## config.mk

```make
export PLATFORM = sky130hd
export DESIGN_NAME = demux1to2_10
export DESIGN_NICKNAME = d
export VERILOG_FILES = /design/src/rtl/demux1to2_10_pkg.sv /design/src/rtl/demux1to2_10_fifo.sv /design/src/rtl/demux1to2_10.sv
export SDC_FILE = /design/constraint.sdc
export NUM_CORES = 1
export LEC_CHECK = 0
export CAP_MARGIN = 15
export CORE_MARGIN = 2
export CORE_UTILIZATION = 35
export DETAILED_ROUTE_END_ITERATION = 12
export GPL_ROUTABILITY_DRIVEN = 1
export PLACE_DENSITY = 0.65
export SLEW_MARGIN = 30
export SYNTH_ARGS = -nofsm -noshare
export SYNTH_HDL_FRONTEND = slang
export SYNTH_SLANG_ARGS = --single-unit
export TNS_END_PERCENT = 10
```

## constraint.sdc

```tcl
create_clock -name clk -period 2.7 [get_ports clk]
set_input_delay 0.81 -clock clk [delete_from_list [all_inputs] [get_ports clk]]
set_output_delay 0.81 -clock clk [all_outputs]
set_load 0.1 [all_outputs]
```

## src/rtl/demux1to2_10_pkg.sv

```systemverilog
// demux1to2_10_pkg: shared selector codes and default widths for the 10-bit datapath
package demux1to2_10_pkg;
    localparam logic SEL_A = 1'b0;
    localparam logic SEL_B = 1'b1;
    localparam int DFLT_WIDTH = 10;
    localparam int DFLT_CNT_W = 8;
    localparam int DFLT_DEPTH = 2;
endpackage

```

## src/rtl/demux1to2_10_fifo.sv

```systemverilog
// fifo_sync_10: synchronous circular-buffer FIFO, head word reads as 0 while empty
module fifo_sync_10
    import demux1to2_10_pkg::*;
#(
    parameter int WIDTH = DFLT_WIDTH,
    parameter int DEPTH = DFLT_DEPTH
) (
    input  logic             clk,
    input  logic             rst,
    input  logic             push,
    input  logic             pop,
    input  logic [WIDTH-1:0] din,
    output logic [WIDTH-1:0] dout,
    output logic             full,
    output logic             empty
);
    localparam int AW = $clog2(DEPTH);
    logic [WIDTH-1:0] mem [DEPTH];
    logic [AW-1:0] wptr, rptr;
    logic [AW:0] cnt;
    logic do_push, do_pop;
    assign full = cnt == (AW+1)'(DEPTH);
    assign empty = cnt == '0;
    assign do_push = push && !full;
    assign do_pop = pop && !empty;
    // storage is not reset; the empty mask keeps stale entries off dout
    assign dout = empty ? '0 : mem[rptr];
    always_ff @(posedge clk) begin
        if (do_push) mem[wptr] <= din;
    end
    always_ff @(posedge clk or posedge rst) begin
        if (rst) begin
            wptr <= '0;
            rptr <= '0;
            cnt <= '0;
        end else begin
            if (do_push) wptr <= wptr + 1'b1;
            if (do_pop) rptr <= rptr + 1'b1;
            cnt <= cnt + {{AW{1'b0}}, do_push} - {{AW{1'b0}}, do_pop};
        end
    end
endmodule

```

## src/rtl/demux1to2_10.sv

```systemverilog
// demux1to2_10: routes each input word to FIFO A or B and counts words delivered per port
module demux1to2_10
    import demux1to2_10_pkg::*;
#(
    parameter int WIDTH = DFLT_WIDTH,
    parameter int DEPTH = DFLT_DEPTH,
    parameter int CNT_W = DFLT_CNT_W
) (
    input  logic             clk,
    input  logic             rst,
    input  logic             in_valid,
    output logic             in_ready,
    input  logic [WIDTH-1:0] in_data,
    input  logic             in_sel,
    output logic             a_valid,
    input  logic             a_ready,
    output logic [WIDTH-1:0] a_data,
    output logic [CNT_W-1:0] a_count,
    output logic             b_valid,
    input  logic             b_ready,
    output logic [WIDTH-1:0] b_data,
    output logic [CNT_W-1:0] b_count
);
    logic rdy_en, a_full, b_full, a_empty, b_empty, accept;
    // holds in_ready low until the first edge after reset release
    always_ff @(posedge clk or posedge rst) begin
        if (rst) rdy_en <= 1'b0;
        else rdy_en <= 1'b1;
    end
    assign in_ready = rdy_en && !rst && (in_sel == SEL_B ? !b_full : !a_full);
    assign accept = in_valid && in_ready;
    assign a_valid = !a_empty;
    assign b_valid = !b_empty;
    fifo_sync_10 #(.WIDTH(WIDTH), .DEPTH(DEPTH)) u_fifo_a (
        .clk(clk), .rst(rst), .push(accept && in_sel == SEL_A), .pop(a_ready),
        .din(in_data), .dout(a_data), .full(a_full), .empty(a_empty)
    );
    fifo_sync_10 #(.WIDTH(WIDTH), .DEPTH(DEPTH)) u_fifo_b (
        .clk(clk), .rst(rst), .push(accept && in_sel == SEL_B), .pop(b_ready),
        .din(in_data), .dout(b_data), .full(b_full), .empty(b_empty)
    );
    always_ff @(posedge clk or posedge rst) begin
        if (rst) begin
            a_count <= '0;
            b_count <= '0;
        end else begin
            if (a_valid && a_ready) a_count <= a_count + 1'b1;
            if (b_valid && b_ready) b_count <= b_count + 1'b1;
        end
    end
endmodule

```

==> results_dict.tcl, run 1 <==
set metrics [dict create \
    synth_compound_area_share_pct 1.71 \
    antenna_cells 0 \
    vias 1643 \
    placed_cell_area_sq_um 3630 \
    synth_top_family_by_area "simple AND/OR/NAND/NOR gates" \
    fin_skew_ns 0.00628 \
    place_ws_ns -0.0304 \
    syn_area_per_cell_sq_um 14.2 \
    clockBufferDepth 2 \
    cts_setup_buffers 0 \
    ys_types 25 \
    gp_congestion 0.726 \
    timing_hold_violations_final 0 \
    cap_violations 0 \
    holdBufCountCts 0 \
    clock-sinks 65 \
    yosys-mux-area-fraction_pct 7.40 \
    finalMaxSlewViolations 0 \
    overflow 0 \
    finalCritPeriodShare_pct 94.0 \
    yosysWarningCount 0 \
    fin_ws_ns 0.163 \
    ios 55 \
    synth_top_area_share_pct 44.4 \
    crit_type "in -> out" \
    grt_pass1_wl_um 8160 \
    crit_required_ns 1.89 \
    routed_wl_um 5140 \
    cp_max_fo 3 \
    rsz0062_at_grt "no" \
    synth_xor_area_share_pct 7.40 \
    drtPass1Iterations 4 \
    fp.dieArea_sq_um 8440 \
    final_nets 284 \
    cts_made_buffers 9 \
    die_h_um 91.9 \
    syn2layout_area_growth_pct 41.4 \
    cts_root_buf "clkbuf_8" \
    final_common_cell "edfxtp_1" \
    detail_route.vias_per_cell 4.45 \
    row_count 32 \
    io_buffers 54 \
    grt_usage_pct 12.9 \
    final_cell_mix "edfxtp_1 (40), nor2_1 (26), buf_4 (26), dfrtp_1 (25), buf_12 (23)" \
    initial_core_util_pct 35.5 \
    fmax_mhz 394 \
    end_kind "primary output" \
    synth-async-reset-ratio_pct 38.5 \
    first_global_vias 1639 \
    drc 0 \
    ys_seq_elements 65 \
    h-tree-depth 3 \
    stdcell_area_sq_um 3820 \
    core_sq_um 7610 \
    synth_fa_ha_area_share_pct 2.78 \
    ys_top_cells_by_area "edfxtp_1 (44%), dfrtp_1 (23%), mux2i_1 (7.4%)" \
    drt.antenna.violating_nets 0 \
    netlist_area_sq_um 2700 \
    syn-num-nets 213 \
    outcome "finished, final reports clean" \
    wl_per_cell_um 13.9 \
    drt_iter0_markers 80 \
    die_w_um 91.9 \
    worstSkewPairLatency_ns 0.33 \
    grt_max_degree 26 \
    dp_hpwl_um 3520 \
    min-delay-path-class "reg -> reg" \
    synth_simple_gate_area_share_pct 10.6 \
    layout-drive-gt1-share_pct 29.2 \
    cts_tree "done" \
    layout_min_cycle_time_ns 2.54 \
    synth_edf_count 40 \
    startpoint_type "primary input" \
    clk_pin_slew_ns 0.07 \
    arrival_ns 1.73 \
    ys_seq_area_share_pct 67.6 \
    ys.flop_type "edfxtp_1" \
    setup_viol 0 \
    antenna_found_initial 0 \
    synth_top_area_cell "edfxtp_1" \
    syn_inst 191 \
]
-- cells by family (layout without fill, tap and decap cells) --
| logic type | after synthesis | in the layout |
|---|---|---|
| muxes | 20 | 20 |
| xor gates and xnor gates | 22 | 22 |
| other | 1 | 1 |
| buffers and inverters | 16 | 92 |
| adders and majority gates | 6 | 6 |
| AOI/OAI and AO/OA | 4 | 4 |
| DFF | 65 | 65 |
| and+or+nand+nor | 57 | 57 |
-- metal layers --
metal	part of all wire (%)	global-route usage (%)	vias to the layer above
met2	50	20.4	35
met1	45	16.5	792
li1	-	-	807
met3	3.0	2.79	9
met5	0	0	-
met4	2.2	7.59	0
-- per-stage QoR --
stage                     TNS (ns)  util [%]  cells  hold WS [ns]
after CTS                        0      50.2    369         0.476
after floorplan              -1.31         -    191         0.456
after global routing             0      50.2    369         0.497
final                            0      50.2    369         0.469
after global placement     -0.0236      47.7    353         0.461
after detailed placement   -0.0304      47.7    353         0.466
-- final timing paths --
path | from | endpoint | slack [ns] | cells past startpoint
min in group asynchronous | rst | b_count[2] | 0.88 | 3
worst max register to register | u_fifo_b.cnt[1] | u_fifo_b.cnt[1] | 0.89 | 7
worst min register to register | a_count[7] | a_count[7] | 0.47 | 1
worst min-delay path | a_count[7] | a_count[7] | 0.47 | 1
max in group asynchronous | rst | a_count[3] | 1.57 | 3
worst max-delay path | in_sel | in_ready | 0.16 | 5
-- cell usage after synthesis, types with 4 or more instances --
master / number
inv_2: 4
dfrtp_1: 25
edfxtp_1: 40
xor2_1: 7
ha_1: 6
nand2_1: 10
mux2i_1: 20
nor2_1: 26
xnor2_1: 14
buf_2: 4
inv_1: 8
nor3_2: 5
nand4_1: 6
-- final cells by class --
type	count	area, sq um
fillers	673	3780
flip-flops and latches	65	1830
multi-input cells	110	823
repair buffers	64	805
well taps	102	128
clock buffers	9	124
clock inverters	7	71.3
inverters	12	45.0
-- sequential cells by signal, indices dropped and copies added (netlist names) --
register,flops
u_fifo_a.mem,20
u_fifo_b.mem,20
a_count,8
b_count,8
u_fifo_a.cnt,2
u_fifo_b.cnt,2
rdy_en,1
u_fifo_a.rptr,1
u_fifo_a.wptr,1
u_fifo_b.rptr,1
u_fifo_b.wptr,1
-- critical path, cell delays in order --
cell and delay, ns:
dlygate4sd2_1 0.25, and3b_1 0.18, a21oi_1 0.11, and3_4 0.20
buf_12 0.17
-- timing repair --
item / CTS / global route
endpoints found under the hold margin: 0 / 0
setup endpoints to repair: 1 / 0
resized for setup: 1 / 0
Power of run 1 is left out: the tool's default activity adds up to more than one toggle a clock period on the data nets, which glitch-free logic cannot reach.
==> run 2: changes to the inputs <==
Settings changed: ABC_CLOCK_PERIOD_IN_PS from default to 2700.
==> results of run 2 <==
Same layout as run 1: the final DEF is identical, and so are final timing and power.
Power of run 2 is left out for the same reason.
==> patch 1, RTL diff (settings of run 1) <==
Set the package constant `DFLT_DEPTH` to 8 (it was 2).
--- a/src/rtl/demux1to2_10_pkg.sv
+++ b/src/rtl/demux1to2_10_pkg.sv
@@ -4,6 +4,6 @@
     localparam logic SEL_B = 1'b1;
     localparam int DFLT_WIDTH = 10;
     localparam int DFLT_CNT_W = 8;
-    localparam int DFLT_DEPTH = 2;
+    localparam int DFLT_DEPTH = 8;
 endpackage
 
Check against the original RTL: not equivalent (Yosys sat finds a counterexample within 4 cycles, from zero or initial values and one cycle with rst high).
==> patch 1 against run 1 <==
- via count up 150%
- sequential cell count up 132
- clock skew grew 0.0029 ns
- utilization down 5.2 points
- wire length rose to 2.9 times the old value
- cell area grew to 2.7 times the old value
- register-to-register slack got worse by 0.55 ns
- synthesized area increased to 3.0 times the old value
- final cell count up 120%
- critical path type is now reg2out
- synthesized cell count up 120%
- setup slack worse by 0.32 ns
- first-iteration DRC count grew to 3.5 times the old value
- the flow now finishes with violations (negative setup slack)
Power is not shown: default switching activity piles up to over one toggle a cycle in this logic, so the estimate is an artifact.
==> patch 1: results (changes against run 1) <==
- Leading post-synthesis cells by instance count: edfxtp_1 (160), mux4_2 (39), dfrtp_1 (37) (was edfxtp_1 (40), nor2_1 (26), dfrtp_1 (25)).
- Largest cells by area after synthesis: edfxtp_1 (60%), dfrtp_1 (12%), mux4_2 (11%) (was edfxtp_1 (44%), dfrtp_1 (23%), mux2i_1 (7.4%))
* Final sum of negative setup slack: -2.484 ns (was 0 ns)
- Pre-CTS worst setup slack: -0.07637 ns (was -0.03039 ns)
- The critical register-to-register path startpoint was u_fifo_b.cnt[2] (was u_fifo_b.cnt[1]).
- Drt first-iter violations: 281 (was 80)
- The pin count of the biggest net entering global routing was 38 (was 26).
- The largest fanout on the critical path came to 10 (was 3).
- The largest stage delay on the critical path was 0.50 ns (was 0.25 ns).
- The placed wire-length estimate after detailed placement is 10,070 um (was 3520 um).
- Global-route track usage on met2: 0.2241 (was 0.2040)
- The clock root buffer is clkbuf_16 (was clkbuf_8).
- Failing checks: negative setup slack
- Gpl congestion: 0.7180 (was 0.7262)
- The worst clock skew was 0.009171 ns (was 0.006279 ns).
- Crit path DAT: 2.05 ns (was 1.73 ns)
- Minimum setup slack in the final design: -0.1570 ns (was 0.1630 ns)
- The number of nets in the finished design came to 557 (was 284).
* Post-DP Area: 0.009423 mm^2 (was 0.003628 mm^2)
- The depth of the worst register-to-register path came to 12 (was 7).
- Unique cell type count in the Yosys netlist: 40 (was 25)
- Result of the run: complete, but fails checks (was complete, no violations)
- The setup-violating endpoint count in the final report is 21 (was 0).
* End of the worst register-to-register path: u_fifo_b.cnt[2] (was u_fifo_b.cnt[1])
* Fill count: 1,873 (was 673)
- The global-route total usage across every layer is 0.1310 (was 0.1294).
- The fraction of layout cells with a size suffix above 1 is 0.3858 (was 0.2921).
[patch 1: changes by cell type after synthesis, sizes merged, moves of 12 or more]
cell / delta
ha: +12
mux2i: -20
mux4: +40
edfxtp: +120
a22o: +20
dfrtp: +12
nor2: -17
[patch 1: what timing repair did]
item                                    in CTS  in global routing
gates cloned                                 2                  0
resized for setup                           19                  9
endpoints found under the setup margin      21                 21
endpoints found under the hold margin        0                  0
setup buffers                                6                  1
pin swaps                                    3                  5
[patch 1: kinds of logic (layout without fill, tap and decap cells)]
| logic type | after synthesis | in the layout | synth area share |
|---|---|---|---|
| DFF | 197 | 197 | 0.7173 |
| and+or+nand+nor | 67 | 67 | 0.05247 |
| muxes | 46 | 46 | 0.1217 |
| buffers and inverters | 34 | 152 | 0.02036 |
| xor gates and xnor gates | 26 | 26 | 0.02850 |
| AOI/OAI and AO/OA | 25 | 25 | 0.02600 |
| adders and majority gates | 20 | 20 | 0.03320 |
| other | 1 | 1 | 0.0004694 |
[patch 1: layout make-up]
cell class              count  area, um^2  share of cell area
flip-flops and latches    197        5733              0.5651
multi-input cells         185        2262              0.2230
repair buffers             99        1197              0.1180
clock buffers              19       432.9             0.04267
well taps                 285       356.6             0.03515
clock inverters            13       85.08            0.008386
inverters                  21       78.83            0.007769
[patch 1: worst min-delay path by stage]
stage,from,to,slack [ns],depth (start not counted)
4_1_cts,b_count[7],b_count[7],0.47,1
2_1_floorplan,u_fifo_a.rptr[2],u_fifo_a.rptr[2],0.46,1
5_1_grt,a_count[7],a_count[7],0.50,1
3_3_place_gp,b_count[7],b_count[7],0.46,1
6_report,b_count[7],b_count[7],0.47,1
3_5_place_dp,b_count[7],b_count[7],0.46,1
==> patch 2, RTL diff (settings of run 1) <==
Without the edit above. Register the output `b_count` once more, without a reset; this adds one clock of latency there. The other outputs are not delayed to match.
--- a/src/rtl/demux1to2_10.sv
+++ b/src/rtl/demux1to2_10.sv
@@ -21,6 +21,8 @@
     output logic [WIDTH-1:0] b_data,
     output logic [CNT_W-1:0] b_count
 );
+
+    logic [CNT_W-1:0] b_count_s0;
     logic rdy_en, a_full, b_full, a_empty, b_empty, accept;
     // holds in_ready low until the first edge after reset release
     always_ff @(posedge clk or posedge rst) begin
@@ -42,11 +44,15 @@
     always_ff @(posedge clk or posedge rst) begin
         if (rst) begin
             a_count <= '0;
-            b_count <= '0;
+            b_count_s0 <= '0;
         end else begin
             if (a_valid && a_ready) a_count <= a_count + 1'b1;
-            if (b_valid && b_ready) b_count <= b_count + 1'b1;
+            if (b_valid && b_ready) b_count_s0 <= b_count_s0 + 1'b1;
         end
     end
+    always_ff @(posedge clk) begin
+        b_count <= b_count_s0;
+    end
+
 endmodule
 
Check against the original RTL: not equivalent (Yosys sat finds a counterexample within 4 cycles, from zero or initial values and one cycle with rst high).
==> patch 2 against run 1 <==
- sequential cell count is 8 higher
- wire length grew 0.66%
- largest cell class unchanged
- synthesized area grew 5.1%
- cell area grew 4.8%
- global-route usage up 0.25 points
- setup slack worse by 0.028 ns
- count of clock-buffer cells in the layout is the same
- final cell count rose by 3.3%
- via count rose by 5.4%
Power is left out: the tool's default activity adds up to more than one toggle a clock period on the data nets, which glitch-free logic cannot reach.
==> patch 2: results (changes against run 1) <==
- Result of the run: complete, no violations (unchanged).
* FF+latch count, synth: 73 (was 65)
* Reg area: 0.001987 mm^2 (was 0.001827 mm^2)
* Clock insertion delay at the later pin of the skew report: 0.35 ns (was 0.33 ns)
* Post-Syn Nets: 222 (was 213)
- Met3 Resource Use GR: 0.02568 (was 0.02794)
* Via count of the first global-routing pass: 1,743 (was 1,639)
* Final hold slack: 0.3909 ns (was 0.4693 ns)
* Launching point of the worst reg2reg path: u_fifo_a.cnt[1] (was u_fifo_b.cnt[1])
- Multiplexer share of the synthesized area: 0.07045 (was 0.07404)
- The placed wire-length estimate after detailed placement came to 3711 um (was 3520 um).
* Hold path cells: 0 (was 1)
- The clock-cell share of area was 0.05432 (was 0.05106).
- The part of the Yosys area used for sequential elements came to 0.6993 (was 0.6756).
- The core utilization of the finished layout came to 0.5133 (was 0.5025).
* Drt first-iter violations: 70 (was 80)
* Count of buffers not belonging to the clock network in the layout: 67 (was 64)
- Wire length of the first global-routing pass: 8549 um (was 8155 um)
- Hold Path Sink: b_count[7] (was a_count[7])
- Async set-reset flop share out of synthesis: 0.3425 (was 0.3846)
- The xor and xnor fraction of the mapped netlist area is 0.06781 (was 0.07404).
* Slack of the worst reg-to-reg path: 1.05 ns (was 0.89 ns)
- The final weighted congestion in routability-driven placement came to 0.7664 (was 0.7262).
* Crit path DAT: 1.76 ns (was 1.73 ns)
* Ratio of routed vias to standard cells: 4.546 (was 4.453)
- The routed wire length per instance was 13.59 um (was 13.94 um).
- Complex-gate fraction of the synthesized area: 0.01409 (was 0.01712)
- Met1 Resource Use GR: 0.1581 (was 0.1646)
* Share of layout cells above drive strength 1: 0.2688 (was 0.2921)
- GRT Overall Usage: 0.1320 (was 0.1294)
[patch 2: changes by cell type in the layout (fill, tap and decap cells not counted), sizes merged, moves of 2 or more]
cell   before  now
dfxtp       0    8
buf        49   52
nand4       6    3
nand2      10   12
xnor2      15   13
xor2        7    9
[patch 2: worst max-delay path by stage]
stage                     from         to  slack, ns  cells past startpoint
2_1_floorplan  u_fifo_b.cnt[1]  b_data[0]      -0.09                      3
3_3_place_gp            in_sel   in_ready      -0.05                      5
3_5_place_dp            in_sel   in_ready      -0.07                      5
4_1_cts                 in_sel   in_ready       0.13                      5
5_1_grt                 in_sel   in_ready       0.10                      5
6_report                in_sel   in_ready       0.13                      5
[patch 2: metal layers]
layer / up-vias / share of wire
met5: - / 0
met4: 0 / 0.030
met3: 9 / 0.032
met2: 42 / 0.49
met1: 846 / 0.45
li1: 835 / -
[patch 2: per-stage QoR]
step                cells  setup slack, ns
finish                381           0.1347
global route          381           0.1027
CTS                   381           0.1328
detailed placement    365         -0.07012
global placement      365         -0.05057
floorplan             200         -0.09303
